## config.mk

```make
export PLATFORM = sky130hd
export DESIGN_NAME = stc1_egress_packer
export DESIGN_NICKNAME = d
export VERILOG_FILES = /design/src/rtl/stc1_egress_packer.sv
export SDC_FILE = /design/constraint.sdc
export NUM_CORES = 1
export LEC_CHECK = 0
export CAP_MARGIN = 20
export CORE_MARGIN = 8
export CORE_UTILIZATION = 45
export CTS_BUF_LIST = sky130_fd_sc_hd__clkbuf_4 sky130_fd_sc_hd__clkbuf_8 sky130_fd_sc_hd__clkbuf_16
export DETAILED_ROUTE_END_ITERATION = 8
export PLACE_DENSITY = 0.64
export REMOVE_ABC_BUFFERS = 1
export SYNTH_ARGS = -nofsm -noshare
export SYNTH_HDL_FRONTEND = slang
export SYNTH_SLANG_ARGS = --single-unit
```

## constraint.sdc

```tcl
create_clock -name Clk -period 11.73 [get_ports Clk]
set_input_delay 2.346 -clock Clk [delete_from_list [all_inputs] [get_ports Clk]]
set_output_delay 2.346 -clock Clk [all_outputs]
set_load 0.03 [all_outputs]
```

## src/rtl/stc1_egress_packer.sv

```systemverilog
// stc1_egress_packer: FIFO-buffered complex sample words serialised into byte frames {hdr, data..[, chk]}
// Optional checksum byte is enabled by defining STC1_EGRESS_CHKSUM_EN.
module stc1_egress_packer #(
    parameter int DATA_WIDTH = 16,
    parameter int NUM_CH     = 2,
    parameter int FIFO_AW    = 4
) (
    input  logic                             Clk,
    input  logic                             ARstn,
    input  logic [NUM_CH*2*DATA_WIDTH-1:0]   IngressData,
    input  logic                             IngressValid,
    output logic                             IngressReady,
    input  logic [NUM_CH-1:0]                ChMask,
    output logic [7:0]                       ED,
    output logic                             EValid,
    input  logic                             ERdy,
    output logic                             Busy,
    output logic                             FrameDone
);
    localparam int CW    = 2 * DATA_WIDTH;
    localparam int WW    = NUM_CH * CW;
    localparam int DEPTH = 1 << FIFO_AW;
    localparam int BPC   = DATA_WIDTH / 4;
    localparam int BW    = $clog2(BPC);
    localparam int CHW   = NUM_CH > 1 ? $clog2(NUM_CH) : 1;

    localparam logic [1:0] S_IDLE = 2'd0;
    localparam logic [1:0] S_HDR  = 2'd1;
    localparam logic [1:0] S_DATA = 2'd2;
`ifdef STC1_EGRESS_CHKSUM_EN
    localparam logic [1:0] S_CHK  = 2'd3;
`endif

    logic [WW-1:0]      mem [DEPTH];
    logic [FIFO_AW-1:0] wr_ptr, rd_ptr;
    logic [FIFO_AW:0]   count;
    logic               push, pop, empty;
    logic [1:0]         state;
    logic [WW-1:0]      frame_word;
    logic [NUM_CH-1:0]  rem;
    logic [BW-1:0]      bidx;
    logic [3:0]         seq;
    logic [CHW-1:0]     cur_ch;
    logic [7:0]         data_byte;
    logic               fire, last_byte, last_ch, end_frame;
`ifdef STC1_EGRESS_CHKSUM_EN
    logic [7:0]         csum;
`endif

    assign IngressReady = count != (FIFO_AW+1)'(DEPTH);
    assign empty        = count == '0;
    assign push         = IngressValid && IngressReady;
    assign EValid       = state != S_IDLE;
    assign fire         = EValid && ERdy;
    assign FrameDone    = fire && end_frame;
    assign pop          = !empty && (state == S_IDLE || FrameDone);
    assign Busy         = EValid || !empty;
    assign last_byte    = bidx == BW'(BPC - 1);
    assign last_ch      = (rem & (rem - NUM_CH'(1))) == '0;
`ifdef STC1_EGRESS_CHKSUM_EN
    assign end_frame    = state == S_CHK;
`else
    assign end_frame    = (state == S_HDR && rem == '0) || (state == S_DATA && last_byte && last_ch);
`endif

    // Current channel is the lowest still-pending bit of the latched mask
    always_comb begin
        cur_ch = '0;
        for (int i = NUM_CH - 1; i >= 0; i--)
            if (rem[i]) cur_ch = CHW'(i);
    end

    // Byte select: channel slice walked from its MSB (real MSB first, imag LSB last)
    always_comb begin
        data_byte = 8'(frame_word >> (int'(cur_ch) * CW + CW - 8 - 8 * int'(bidx)));
    end

    // Egress byte mux; zero outside a frame so reset drives ED low
    always_comb begin
        ED = 8'h00;
        if (state == S_HDR) ED = {4'hA, seq};
        else if (state == S_DATA) ED = data_byte;
`ifdef STC1_EGRESS_CHKSUM_EN
        else if (state == S_CHK) ED = csum;
`endif
    end

    // FIFO storage, unreset since occupancy governs validity
    always_ff @(posedge Clk) begin
        if (push) mem[wr_ptr] <= IngressData;
    end

    // FIFO pointers and registered occupancy
    always_ff @(posedge Clk or negedge ARstn) begin
        if (!ARstn) begin
            wr_ptr <= '0;
            rd_ptr <= '0;
            count  <= '0;
        end else begin
            if (push) wr_ptr <= wr_ptr + FIFO_AW'(1);
            if (pop) rd_ptr <= rd_ptr + FIFO_AW'(1);
            count <= count + (FIFO_AW+1)'(push) - (FIFO_AW+1)'(pop);
        end
    end

    // Frame FSM: pop/latch on frame start, walk header, channels and optional checksum
    always_ff @(posedge Clk or negedge ARstn) begin
        if (!ARstn) begin
            state      <= S_IDLE;
            seq        <= '0;
            rem        <= '0;
            bidx       <= '0;
            frame_word <= '0;
        end else begin
            if (FrameDone) seq <= seq + 4'd1;
            if (pop) begin
                state      <= S_HDR;
                frame_word <= mem[rd_ptr];
                rem        <= ChMask;
                bidx       <= '0;
            end else if (FrameDone) begin
                state <= S_IDLE;
            end else if (fire && state == S_HDR) begin
`ifdef STC1_EGRESS_CHKSUM_EN
                state <= rem == '0 ? S_CHK : S_DATA;
`else
                state <= S_DATA;
`endif
            end else if (fire && state == S_DATA) begin
                bidx <= last_byte ? '0 : bidx + BW'(1);
                if (last_byte) rem <= rem & (rem - NUM_CH'(1));
`ifdef STC1_EGRESS_CHKSUM_EN
                if (last_byte && last_ch) state <= S_CHK;
`endif
            end
        end
    end

`ifdef STC1_EGRESS_CHKSUM_EN
    // Mod-256 sum of DATA bytes, cleared at each frame start
    always_ff @(posedge Clk or negedge ARstn) begin
        if (!ARstn) csum <= '0;
        else if (pop) csum <= '0;
        else if (fire && state == S_DATA) csum <= csum + data_byte;
    end
`endif
endmodule

```

Word-level counts from Yosys, hierarchy flattened
Memories as Yosys holds them, arrays and structs flattened. A register that Yosys moved wholly into a read port is not among the register bits.
Index checks and enable logic that the tools add are counted.
{"block": "totals", "register_bits": 23, "mem_bits_rw": 1024, "inputBits": 70, "output_inout_bits": 12, "elab_cells": 69, "n_memories": 1}
{"block": "classes", "addsub": 10, "eq_ne": 6, "shifts": 1, "muxes": 19, "n_bitwise": 1, "n_reduce_logical": 24}
{"memory": "mem", "words": 16, "word_bits": 64, "rd": 1, "rd_ports_with_merged_regs": 1, "write_ports": 1, "line": "34", "source": "logic [WW-1:0] mem [DEPTH];"}
{"cell": "64-bit by 32-bit >> shifter with 8-bit output", "count": 1}
{"cell": "2-bit 2-to-1 mux", "count": 13}
{"cell": "8-bit 2-to-1 mux", "count": 2}
{"cell": "4-bit by 1-bit adder with 4-bit output (second input constant)", "count": 3}
{"cell": "1-bit logical AND", "count": 9}
{"cell": "8-bit by 6-bit subtractor with 9-bit output", "count": 1}
{"cell": "7-bit by 4-bit subtractor with 8-bit output (second input constant)", "count": 1}
{"cell": "6-bit by 6-bit adder with 7-bit output (second input constant)", "count": 1}
{"cell": "2-bit zero test", "count": 3}
{"cell": "2-bit nonzero test", "count": 3}
{"cell": "5-bit by 1-bit adder with 5-bit output", "count": 1}
{"cell": "5-bit zero test", "count": 1}
{"cell": "5-bit != test (second input constant)", "count": 1}
{"cell": "5-bit by 1-bit subtractor with 5-bit output", "count": 1}
{"cell": "2-bit equality test (second input constant)", "count": 2}
{"cell": "1-bit 2-to-1 mux", "count": 4}
{"cell": "4-bit AND reduction", "count": 1}
{"cell": "1-bit logical OR", "count": 3}
{"cell": "3-bit AND reduction", "count": 1}
{"cell": "3-bit nonzero test", "count": 1}
{"cell": "2-bit by 1-bit adder with 2-bit output (second input constant)", "count": 1}
{"cell": "2-bit bitwise AND", "count": 1}
{"cell": "2-bit by 1-bit equality test with 1-bit output (second input constant)", "count": 1}
{"cell": "1-bit zero test", "count": 2}
{"cell": "3 further kinds", "count": 3}

Longest topological paths before layout
{"block": "logic_depth", "ltp_word": 10, "ltp_mapped": 17, "ltp_nobuf": 15}

Worst setup path after synthesis
OpenSTA, ideal clock, no wires.
{"block": "synth_path", "kind": "input -> register", "startpoint": "input port IngressValid", "endpoint": "memory mem[0][0] (netlist bit) (enable)", "setup_time_ns": 0.644, "arrival_ns": 8.876, "required_time_ns": 11.086, "path_slack_ns": 2.210, "path_stages": 4, "path_buffers": 1, "cell_sequence": "and2_1 > clkbuf_1 > inv_1 > nor4_1"}
{"block": "synth_via", "elab_chain_cells": 3}
{"item": "start: declaration", "line": "11", "source": "input logic IngressValid,"}
{"item": "1-bit logical AND", "line": "52", "source": "assign push = IngressValid && IngressReady;"}
{"item": "1-bit 2-to-1 mux", "line": "90", "source": "if (push) mem[wr_ptr] <= IngressData;"}
{"item": "1-bit 2-to-1 mux (not written as such)", "line": "90"}
{"item": "end: declaration", "line": "34"}
No other way between the ends.

Worst setup path after layout
{"block": "layout_path", "startpoint": "input port ERdy", "endpoint": "output port FrameDone"}
{"block": "layout_via", "elab_chain_cells": 2}
{"item": "start: declaration", "line": "16", "source": "input logic ERdy,"}
{"item": "1-bit logical AND", "line": "54", "source": "assign fire = EValid && ERdy;"}
{"item": "1-bit logical AND", "line": "55", "source": "assign FrameDone = fire && end_frame;"}
{"item": "end: declaration", "line": "18", "source": "output logic FrameDone"}
No other way between the ends.

==> run_results.csv <==
group,metric,value,unit
cts,cts_made_buffers,109,
detailed_routing,via_per_inst,5.75,
timing,clock.fmax,159,MHz
floorplan,die_x,323,um
detailed_routing,dr_total_vias,19200,
cts,cts-htree-levels,3,
floorplan,row_count,112,
worst_setup_path,reg2reg_depth,6,
global_routing,grt_usage,17.5,%
timing,max_slew_margin,25.4,%
worst_setup_path,cp.required,9.38,ns
global_routing,antenna_found_initial,7,
timing,worst_slack,5.45,ns
global_routing,grt_pass1_wl,135,mm
run,maxCapViolCount,0,
floorplan,die_h,323,um
cts,postCtsSetupBuffers,0,
timing,period_needed,6.28,ns
logic_synthesis,ys_types,37,
logic_synthesis,synthCells,1872,
hold_path,hold_class,"register to register",
detailed_routing,drt_iter0_markers,1761,
floorplan,dieArea,104000,um2
detailed_routing,routedWlPerCell,27.2,um
detailed_routing,ant_nets,0,
cts,insertion_delay,0.67,ns
logic_synthesis,synth_seq_area_share,77.6,%
timing,finalCritPeriodShare,53.6,%
timing,grt_setup_unrepaired,"no",
power,power.total,11.7,mW
detailed_routing,dr.pass1.iters,5,
detailed_routing,wl,90.9,mm
worst_setup_path,cp_common_cell,"clkdlybuf4s50_1",
layout,drive_above_1_share,28.0,%
placement,routabilityCongestion,0.731,
logic_synthesis,postSynthAreaPerCell,22.7,um2
placement,hpwlAfterDp,48.0,mm
worst_setup_path,reg2reg_slack,7.58,ns
run_status,outcome,"finished, final reports clean",
cts,cts_tree,"yes",
worst_setup_path,setup.worst_path.start,"ERdy",
power,ir_drop,0.177,mV
power,powerDensity,242,nW/um2
layout,fin_nets,2084,
power,power_leakage,15.6,nW
placement,placed_cells,3143,
worst_setup_path,r2r-start,"rd_ptr[2]",
worst_setup_path,criticalPathCategory,"input pin to primary output",
timing,hold_violations,0,
worst_setup_path,cp-end-kind,"primary output",
layout,syn_to_final_growth,13.8,%
global_routing,grt_pass1_vias,20200,
logic_synthesis,syn_area,42400,um2
cts,clk_pin_slew,0.06,ns
logic_synthesis,yosys_warnings,0,
floorplan,initial_core_util,45.4,%
placement,pre_cts_ws,5.45,ns
global_routing,globalRouteOverflowTotal,0,
cts,hold_buffers,0,
worst_setup_path,endpoint,"FrameDone",
floorplan,ios,82,
worst_setup_path,arrival,3.94,ns
timing,setup_violations,0,
worst_setup_path,slowest_delay,0.70,ns
cts,cts-root-buf,"clkbuf_16",
global_routing,grt_max_degree,88,
worst_setup_path,slowest_stage,"clkdlybuf4s50_1",
worst_setup_path,cp_cell_sequence,"clkdlybuf4s50_1 -> nand2_1 -> clkinv_1 -> clkdlybuf4s50_1",
worst_setup_path,cp_max_fo,7,
worst_setup_path,regToRegEndpoint,"frame_word[62]",
worst_setup_path,start_kind,"input pin",
cts,cts_num_sinks,1111,
timing,tightest_slew,1.12,ns
layout,final_common_cell,"edfxtp_1",
timing,setup_tns,0,ns
placement,port-buffer-count,81,
cts,cts_resized,0,
detailed_routing,drc,0,
floorplan,core-area,93300,um2
layout,instances_no_fill,3348,
layout,final_cell_mix,"1,024 x edfxtp_1, 272 x mux4_2, 128 x a22oi_1",
timing,drv_slew,0,
cts,cts.path.max_buffers,3,
logic_synthesis,ys_ff_latch,1111,
timing,fin_skew,0.0255,ns
## where the power goes
part / switching [mW] / internal, mW / leakage [nW]
logic: 1.68 / 1.41 / 3.53
clock network: 1.43 / 2.04 / 1.82
registers: 0.268 / 4.85 / 10.3
## layer usage
metal	vias to the layer above	GRT usage (%)	routed length, um
met1	10400	24.4	38600
met3	117	4.12	6700
met4	8	3.99	1490
li1	8137	-	-
met2	597	28.2	44100
met5	-	0	54
## sequential cells by signal, summed over array words and instances (netlist names)
| signal | count |
|---|---|
| bidx | 2 |
| count | 5 |
| frame_word | 64 |
| mem | 1024 |
| rd_ptr | 4 |
| rem | 2 |
| seq | 4 |
| state | 2 |
| wr_ptr | 4 |
## worst min path at each step
stage | startpoint | to | slack [ns] | cells after the start
finish | seq[3] | seq[3] | 0.49 | 1
global route | seq[3] | seq[3] | 0.51 | 1
CTS | seq[3] | seq[3] | 0.49 | 1
detailed placement | seq[3] | seq[3] | 0.48 | 1
global placement | seq[3] | seq[3] | 0.47 | 1
floorplan | seq[3] | seq[3] | 0.45 | 1
## per-stage QoR
| step | area (um2) | hold WS [ns] | utilization (%) |
|---|---|---|---|
| 2_1_floorplan | 41900 | 0.446 | - |
| 3_3_place_gp | 44700 | 0.467 | 47.9 |
| 3_5_place_dp | 44700 | 0.476 | 47.9 |
| 4_1_cts | 48300 | 0.489 | 51.7 |
| 5_1_grt | 48300 | 0.505 | 51.7 |
| 6_report | 48300 | 0.487 | 51.7 |
## Yosys cell counts
master / n / area share (%)
buf_4: 28 / 0.50
nor2_1: 15 / 0.13
a21o_1: 2 / 0.035
edfxtp_1: 1024 / 73
xnor2_1: 9 / 0.19
fa_1: 1 / 0.047
or2_2: 1 / 0.015
o32ai_1: 1 / 0.021
o22ai_1: 4 / 0.059
and4b_1: 1 / 0.024
buf_1: 15 / 0.13
buf_6: 4 / 0.11
a22oi_1: 128 / 2.3
mux4_2: 272 / 14
buf_2: 11 / 0.13
nor4_1: 4 / 0.059
clkinv_1: 1 / 0.0088
mux2_2: 67 / 1.8
a21oi_1: 5 / 0.059
a21boi_0: 1 / 0.018
nand3_1: 2 / 0.024
a21boi_1: 1 / 0.018
xor2_1: 4 / 0.083
and2_1: 10 / 0.15
nor2b_1: 2 / 0.030
nor3b_1: 2 / 0.035
inv_1: 20 / 0.18
clkbuf_1: 44 / 0.39
a21bo_2: 1 / 0.024
nand4_1: 3 / 0.044
mux2i_1: 10 / 0.24
nand3b_1: 1 / 0.018
ha_1: 13 / 0.38
dfrtp_1: 87 / 5.1
o21ai_0: 4 / 0.047
nand2b_1: 4 / 0.059
nand2_1: 70 / 0.62
## final cells by class
class	instances	area, um2
fillers	7231	45100
flip-flops and latches	1111	32900
multi-input cells	638	8980
clock buffers	146	3080
well taps	1254	1570
repair buffers	119	1110
clock inverters	56	518
inverters	21	78.8
diodes	3	7.51
## worst max-delay path, delay by kind of cell
kind | cells | cell delay [ns]
buf+inv | 3 | 1.41
simple gates | 1 | 0.17
## logic make-up after synthesis
kind of cell               count (synthesis)  share of synthesized area (%)
adders and majority gates                 14                          0.431
and+or+nand+nor                          115                           1.21
muxes                                    349                           16.5
AOI/OAI and AO/OA                        147                           2.55
buffers and inverters                    123                           1.44
xor gates and xnor gates                  13                          0.269
DFF                                     1111                           77.6
Power figures use the tool's default switching activity.
